[src/rtl/umult_pkg.sv]
// umult_pkg: shared types and constants for the sequential shift-add multiplier.
package umult_pkg;
    localparam int UMULT_W = 32;
    typedef enum logic [1:0] {IDLE, RUN, DONE} umult_st_t;
    function automatic int cnt_w(input int w);
        return (w > 1) ? $clog2(w) : 1;
    endfunction
endpackage

[src/rtl/umult_if.sv]
// umult_if: start/operand/result bundle between the multiplier and its ALU-side user.
interface umult_if import umult_pkg::*; #(parameter int WIDTH = UMULT_W) ();
    logic             strt;
    logic [WIDTH-1:0] inps;
    logic [WIDTH-1:0] inpt;
    logic             busy;
    logic             done;
    logic [WIDTH-1:0] mout;
    logic [WIDTH-1:0] mhi;
    modport master (output strt, inps, inpt, input busy, done, mout, mhi);
    modport slave (input strt, inps, inpt, output busy, done, mout, mhi);
endinterface

[src/rtl/umult_addsh.sv]
// umult_addsh: one radix-2 step, conditional add of mcand then right shift of {sum,plier}.
module umult_addsh import umult_pkg::*; #(parameter int WIDTH = UMULT_W) (
    input  logic [WIDTH-1:0] i_acc,
    input  logic [WIDTH-1:0] i_plier,
    input  logic [WIDTH-1:0] i_mcand,
    output logic [WIDTH-1:0] o_acc,
    output logic [WIDTH-1:0] o_plier
);
    logic [WIDTH:0] w_sum;
    // the extra top bit keeps the carry so the product stays exact
    assign w_sum   = {1'b0, i_acc} + (i_plier[0] ? {1'b0, i_mcand} : '0);
    assign o_acc   = w_sum[WIDTH:1];
    assign o_plier = {w_sum[0], i_plier[WIDTH-1:1]};
endmodule

[src/rtl/umult.sv]
// umult: sequential unsigned multiplier, one multiplier bit per clock, product in {mhi,mout}.
module umult import umult_pkg::*; #(parameter int WIDTH = UMULT_W) (
    input logic   clk,
    input logic   rst,
    umult_if.slave bus
);
    localparam int CW = cnt_w(WIDTH);
    umult_st_t        r_st, w_st_nx;
    logic [CW-1:0]    r_cnt;
    logic [WIDTH-1:0] r_acc, r_plier, r_mcand;
    logic [WIDTH-1:0] w_acc_nx, w_plier_nx;
    logic             w_last;

    umult_addsh #(.WIDTH(WIDTH)) u_addsh (
        .i_acc   (r_acc),
        .i_plier (r_plier),
        .i_mcand (r_mcand),
        .o_acc   (w_acc_nx),
        .o_plier (w_plier_nx)
    );

    assign w_last = r_cnt == CW'(WIDTH - 1);

    always_comb begin
        w_st_nx = r_st;
        unique case (r_st)
            IDLE:    w_st_nx = bus.strt ? RUN : IDLE;
            RUN:     w_st_nx = w_last ? DONE : RUN;
            DONE:    w_st_nx = IDLE;
            default: w_st_nx = IDLE;
        endcase
    end

    always_ff @(posedge clk or posedge rst) begin
        if (rst) begin
            r_st    <= IDLE;
            r_cnt   <= '0;
            r_acc   <= '0;
            r_plier <= '0;
            r_mcand <= '0;
        end else begin
            r_st <= w_st_nx;
            if (r_st == IDLE && bus.strt) begin
                r_mcand <= bus.inps;
                r_plier <= bus.inpt;
                r_acc   <= '0;
                r_cnt   <= '0;
            end else if (r_st == RUN) begin
                r_acc   <= w_acc_nx;
                r_plier <= w_plier_nx;
                r_cnt   <= r_cnt + CW'(1);
            end
        end
    end

    assign bus.busy = r_st == RUN;
    assign bus.done = r_st == DONE;
    assign bus.mout = r_plier;
    assign bus.mhi  = r_acc;
endmodule

[src/flat_wrapper.sv]
// flat-port wrapper written by rule: the top's interface ports become plain ports
module umult_flat import umult_pkg::*;
#(parameter int WIDTH = UMULT_W)
  (clk, rst, bus_strt, bus_inps, bus_inpt, bus_busy, bus_done, bus_mout, bus_mhi);
  umult_if #(.WIDTH(WIDTH)) bus_i ();
  input logic clk;
  input logic rst;
  input wire logic [$bits(bus_i.strt)-1:0] bus_strt;
  input wire logic [$bits(bus_i.inps)-1:0] bus_inps;
  input wire logic [$bits(bus_i.inpt)-1:0] bus_inpt;
  output wire logic [$bits(bus_i.busy)-1:0] bus_busy;
  output wire logic [$bits(bus_i.done)-1:0] bus_done;
  output wire logic [$bits(bus_i.mout)-1:0] bus_mout;
  output wire logic [$bits(bus_i.mhi)-1:0] bus_mhi;
  assign bus_i.strt = bus_strt;
  assign bus_i.inps = bus_inps;
  assign bus_i.inpt = bus_inpt;
  assign bus_busy = bus_i.busy;
  assign bus_done = bus_i.done;
  assign bus_mout = bus_i.mout;
  assign bus_mhi = bus_i.mhi;
  umult #(.WIDTH(WIDTH)) u_core (.clk(clk), .rst(rst), .bus(bus_i));
endmodule
[config.mk]
export PLATFORM = sky130hd
export DESIGN_NAME = umult_flat
export DESIGN_NICKNAME = d
export VERILOG_FILES = /design/src/rtl/umult_pkg.sv /design/src/rtl/umult_if.sv /design/src/rtl/umult_addsh.sv /design/src/rtl/umult.sv /design/src/flat_wrapper.sv
export SDC_FILE = /design/constraint.sdc
export NUM_CORES = 1
export LEC_CHECK = 0
export ABC_CLOCK_PERIOD_IN_PS = 4000
export BUFFER_PORTS_ARGS = -buffer_cell sky130_fd_sc_hd__buf_2
export CAP_MARGIN = 25
export CORE_MARGIN = 5
export CORE_UTILIZATION = 40
export DETAILED_ROUTE_END_ITERATION = 8
export GPL_TIMING_DRIVEN = 0
export SYNTH_ARGS = -nofsm -noshare
export SYNTH_HDL_FRONTEND = slang
export SYNTH_SLANG_ARGS = --single-unit
[constraint.sdc]
create_clock -name clk -period 4 [get_ports clk]
set_input_delay 0.8 -clock clk [delete_from_list [all_inputs] [get_ports clk]]
set_output_delay 0.8 -clock clk [all_outputs]
set_load 0.05 [all_outputs]
==> results.cfg <==
[critical_path]
crit_path_start_kind = flip-flop
critPathBufInv = 1
crit_slowest_cell = dfrtp_1
cp_top_family = compound AO/OA/AOI/OAI gates
cp.arrival_ns = 3.81
critPathMaxStageDelay_ns = 0.59
path_cells = clkbuf_1, nand2_1, fa_1, nand2b_1, a21oi_2, o311a_4, a2111oi_4, o311ai_2, mux2i_1, o211ai_1, a22o_1
crit_fanout = 10
critPathRequiredTime_ns = 4.24
path_class = reg2reg
critPathCaptureType = flip-flop

[power]
ir_drop_mv = 0.4020
power_w = 0.006694
p_leak_nw = 3.507
power.density_nw_per_um2 = 920.5

[clock_network]
cts_tree = done
cts_setup_buffers = 0
cts_hold_buffers = 0
post_cts_resized = 0
cts.sinks = 103
h-tree-depth = 3
clock_path_buffers = 2
cts_buffers = 9
cts-root-buf = clkbuf_16
worstSkewPairLatency_ns = 0.36
clkTransAtPathRegs_ns = 0.08

[grt]
antenna_found_initial = 0
grt_remaining_overflow = 0
grt_usage_pct = 18.89
grt_first_pass_wirelength_mm = 27.62
grt_start_max_net_pins = 57
grt_use_met1_pct = 24.50
grt_util_met2_pct = 31.32
top_usage_layer = met2
met3_usage_pct = 5.514
grt_pass1_vias = 5627

[floorplanning]
std_cell_rows = 45
die-area_sq_um = 17730
die_y_um = 133.1
initial_core_util_pct = 40.35
die_w_um = 133.1
ioPinCount = 133
coreArea_sq_um = 15030

[detailed_routing]
num_vias = 5428
first_pass_iters = 6
wire_per_inst_um = 16.01
drt_wl_total_mm = 16.41
vias_per_cell = 5.296
drc = 0
drtAntennaViolNets = 0
drt_iter0_drc = 333

[synth]
yosysSeqAreaShare_pct = 42.49
syn_area_sq_um = 6066
synth_top_area_share_pct = 42.49
ys.flop_type = dfrtp_1
async_flop_share_pct = 100.0
yosysWarnings = 0
synthTopCellsByCount = nand2_1, dfrtp_1, o21ai_0
ys_ff_latch = 103
netlist_instances = 688
synth_nets = 790
syn_area_per_cell_sq_um = 8.817
synth_top_area_cell = dfrtp_1
synth.most_common_cell = nand2_1
synth.top_cells.by_area = dfrtp_1, nand2_1, ha_1, o21ai_0, a22oi_1
synth_edf_count = 0
synth_cell_types = 63

[layout]
fin_area_sq_um = 7272
multi_input_area_sq_um = 3279
fin_nets = 934
seq_area_sq_um = 2577
utilization_pct = 48.37
fillers = 1466
final_layout_size_suffix_gt1_share_pct = 21.15
syn_to_final_growth_pct = 19.88
antenna_cells = 0

[place]
port-buffer-count = 132
dpl_cell_area_sq_um = 6992
gp_congestion = 0.8775
dp_hpwl_mm = 12.46

[sta]
fin_crit_sh_pct = 89.23
finalSetupTns_ns = 0
hold_viol_final = 0
slew_headroom_pct = 46.56
fin_crit_ns = 3.569
fmax_mhz = 280.2
setup_viol = 0
tightest_slew_ns = 0.7999
drv_slew = 0
skew_ns = 0.01254
rsz0062_at_grt = false

[job]
max-cap-violations = 0

[status]
status = finished, final reports clean

[hold_path]
hold_path_class = reg2reg
-- per-stage QoR --
stage | hold slack, ns | setup slack, ns | std cells
6_report | 0.4735 | 0.4309 | 1025
5_1_grt | 0.5013 | 0.1621 | 1025
4_1_cts | 0.4762 | 0.3602 | 1025
3_5_place_dp | 0.4589 | 0.4029 | 1009
3_3_place_gp | 0.4532 | -0.7566 | 1008
2_1_floorplan | 0.4380 | 0.4962 | 688
-- area by class of cell --
class | count | share of cell area (%)
flip-flops and latches | 103 | 35.44
clock inverters | 6 | 0.7054
multi-input cells | 535 | 45.10
inverters | 12 | 0.6538
well taps | 188 | 3.235
repair buffers | 133 | 9.463
clock buffers | 10 | 3.149
plain buffers | 38 | 2.254
-- state kept, by name, summed over array words and instances, names as in the netlist --
register,flops
u_core.r_st,2
u_core.r_mcand,32
u_core.bus.mout,32
u_core.bus.mhi,32
u_core.r_cnt,5
-- cells by family after synthesis --
logic type	share of synthesized area [%]
fa+ha+maj	7.343
compound gates	22.75
buf+inv	3.444
mux	0.1650
xor+xnor	3.734
flops	42.49
simple gates	20.07
-- cells in the final DEF (no fill, tap or decap), drive strengths merged, types with 2 or more instances in the layout --
master / n
and2: 35
nor2b: 4
clkinv: 3
a31oi: 3
a21boi: 2
nand2: 180
and3: 4
a22oi: 31
nand2b: 5
nand3: 7
o21bai: 5
o211ai: 4
or4: 3
o21ai: 75
a22o: 6
nor2: 18
nand4: 7
buf: 140
xor2: 14
o311a: 3
a211oi: 3
o31ai: 5
o21a: 8
nor4: 2
nor3: 3
a21o: 9
xnor2: 11
a221o: 2
o311ai: 2
dfrtp: 103
clkbuf: 41
ha: 34
inv: 15
a21oi: 38
-- layer usage --
layer | vias to the layer above | share of wire [%]
met5 | - | 0
li1 | 2685 | -
met2 | 149 | 47
met1 | 2574 | 45
met3 | 20 | 6.1
met4 | 0 | 1.3
-- worst min-delay path, delay by kind of cell, from the launching register on --
family,cells,cell delay (ns)
AND/OR/NAND/NOR,2,0.11
flip-flops,1,0.34
-- worst paths after layout --
path,start,endpoint,slack (ns),cells after the start
setup reg to reg,u_core.bus.mout[0]$_DFFE_PP0P_,u_core.bus.mhi[19]$_DFFE_PP0P_,0.43,11
setup / recovery,u_core.bus.mout[0]$_DFFE_PP0P_,u_core.bus.mhi[19]$_DFFE_PP0P_,0.43,11
hold / removal,u_core.r_mcand[27]$_DFFE_PP0P_,u_core.r_mcand[27]$_DFFE_PP0P_,0.47,2
hold reg to reg,u_core.r_mcand[27]$_DFFE_PP0P_,u_core.r_mcand[27]$_DFFE_PP0P_,0.47,2
max in group asynchronous,rst,u_core.bus.mhi[13]$_DFFE_PP0P_,2.77,3
min in group asynchronous,rst,u_core.bus.mout[17]$_DFFE_PP0P_,0.52,2
-- where the power goes --
part           switching, W  total (W)  leakage, nW  internal (W)
logic               0.00266    0.00392         2.09       0.00126
registers          0.000376    0.00192         1.28       0.00154
clock network      0.000419   0.000852        0.139      0.000433
Note: power is estimated with default switching activity, not from simulation.
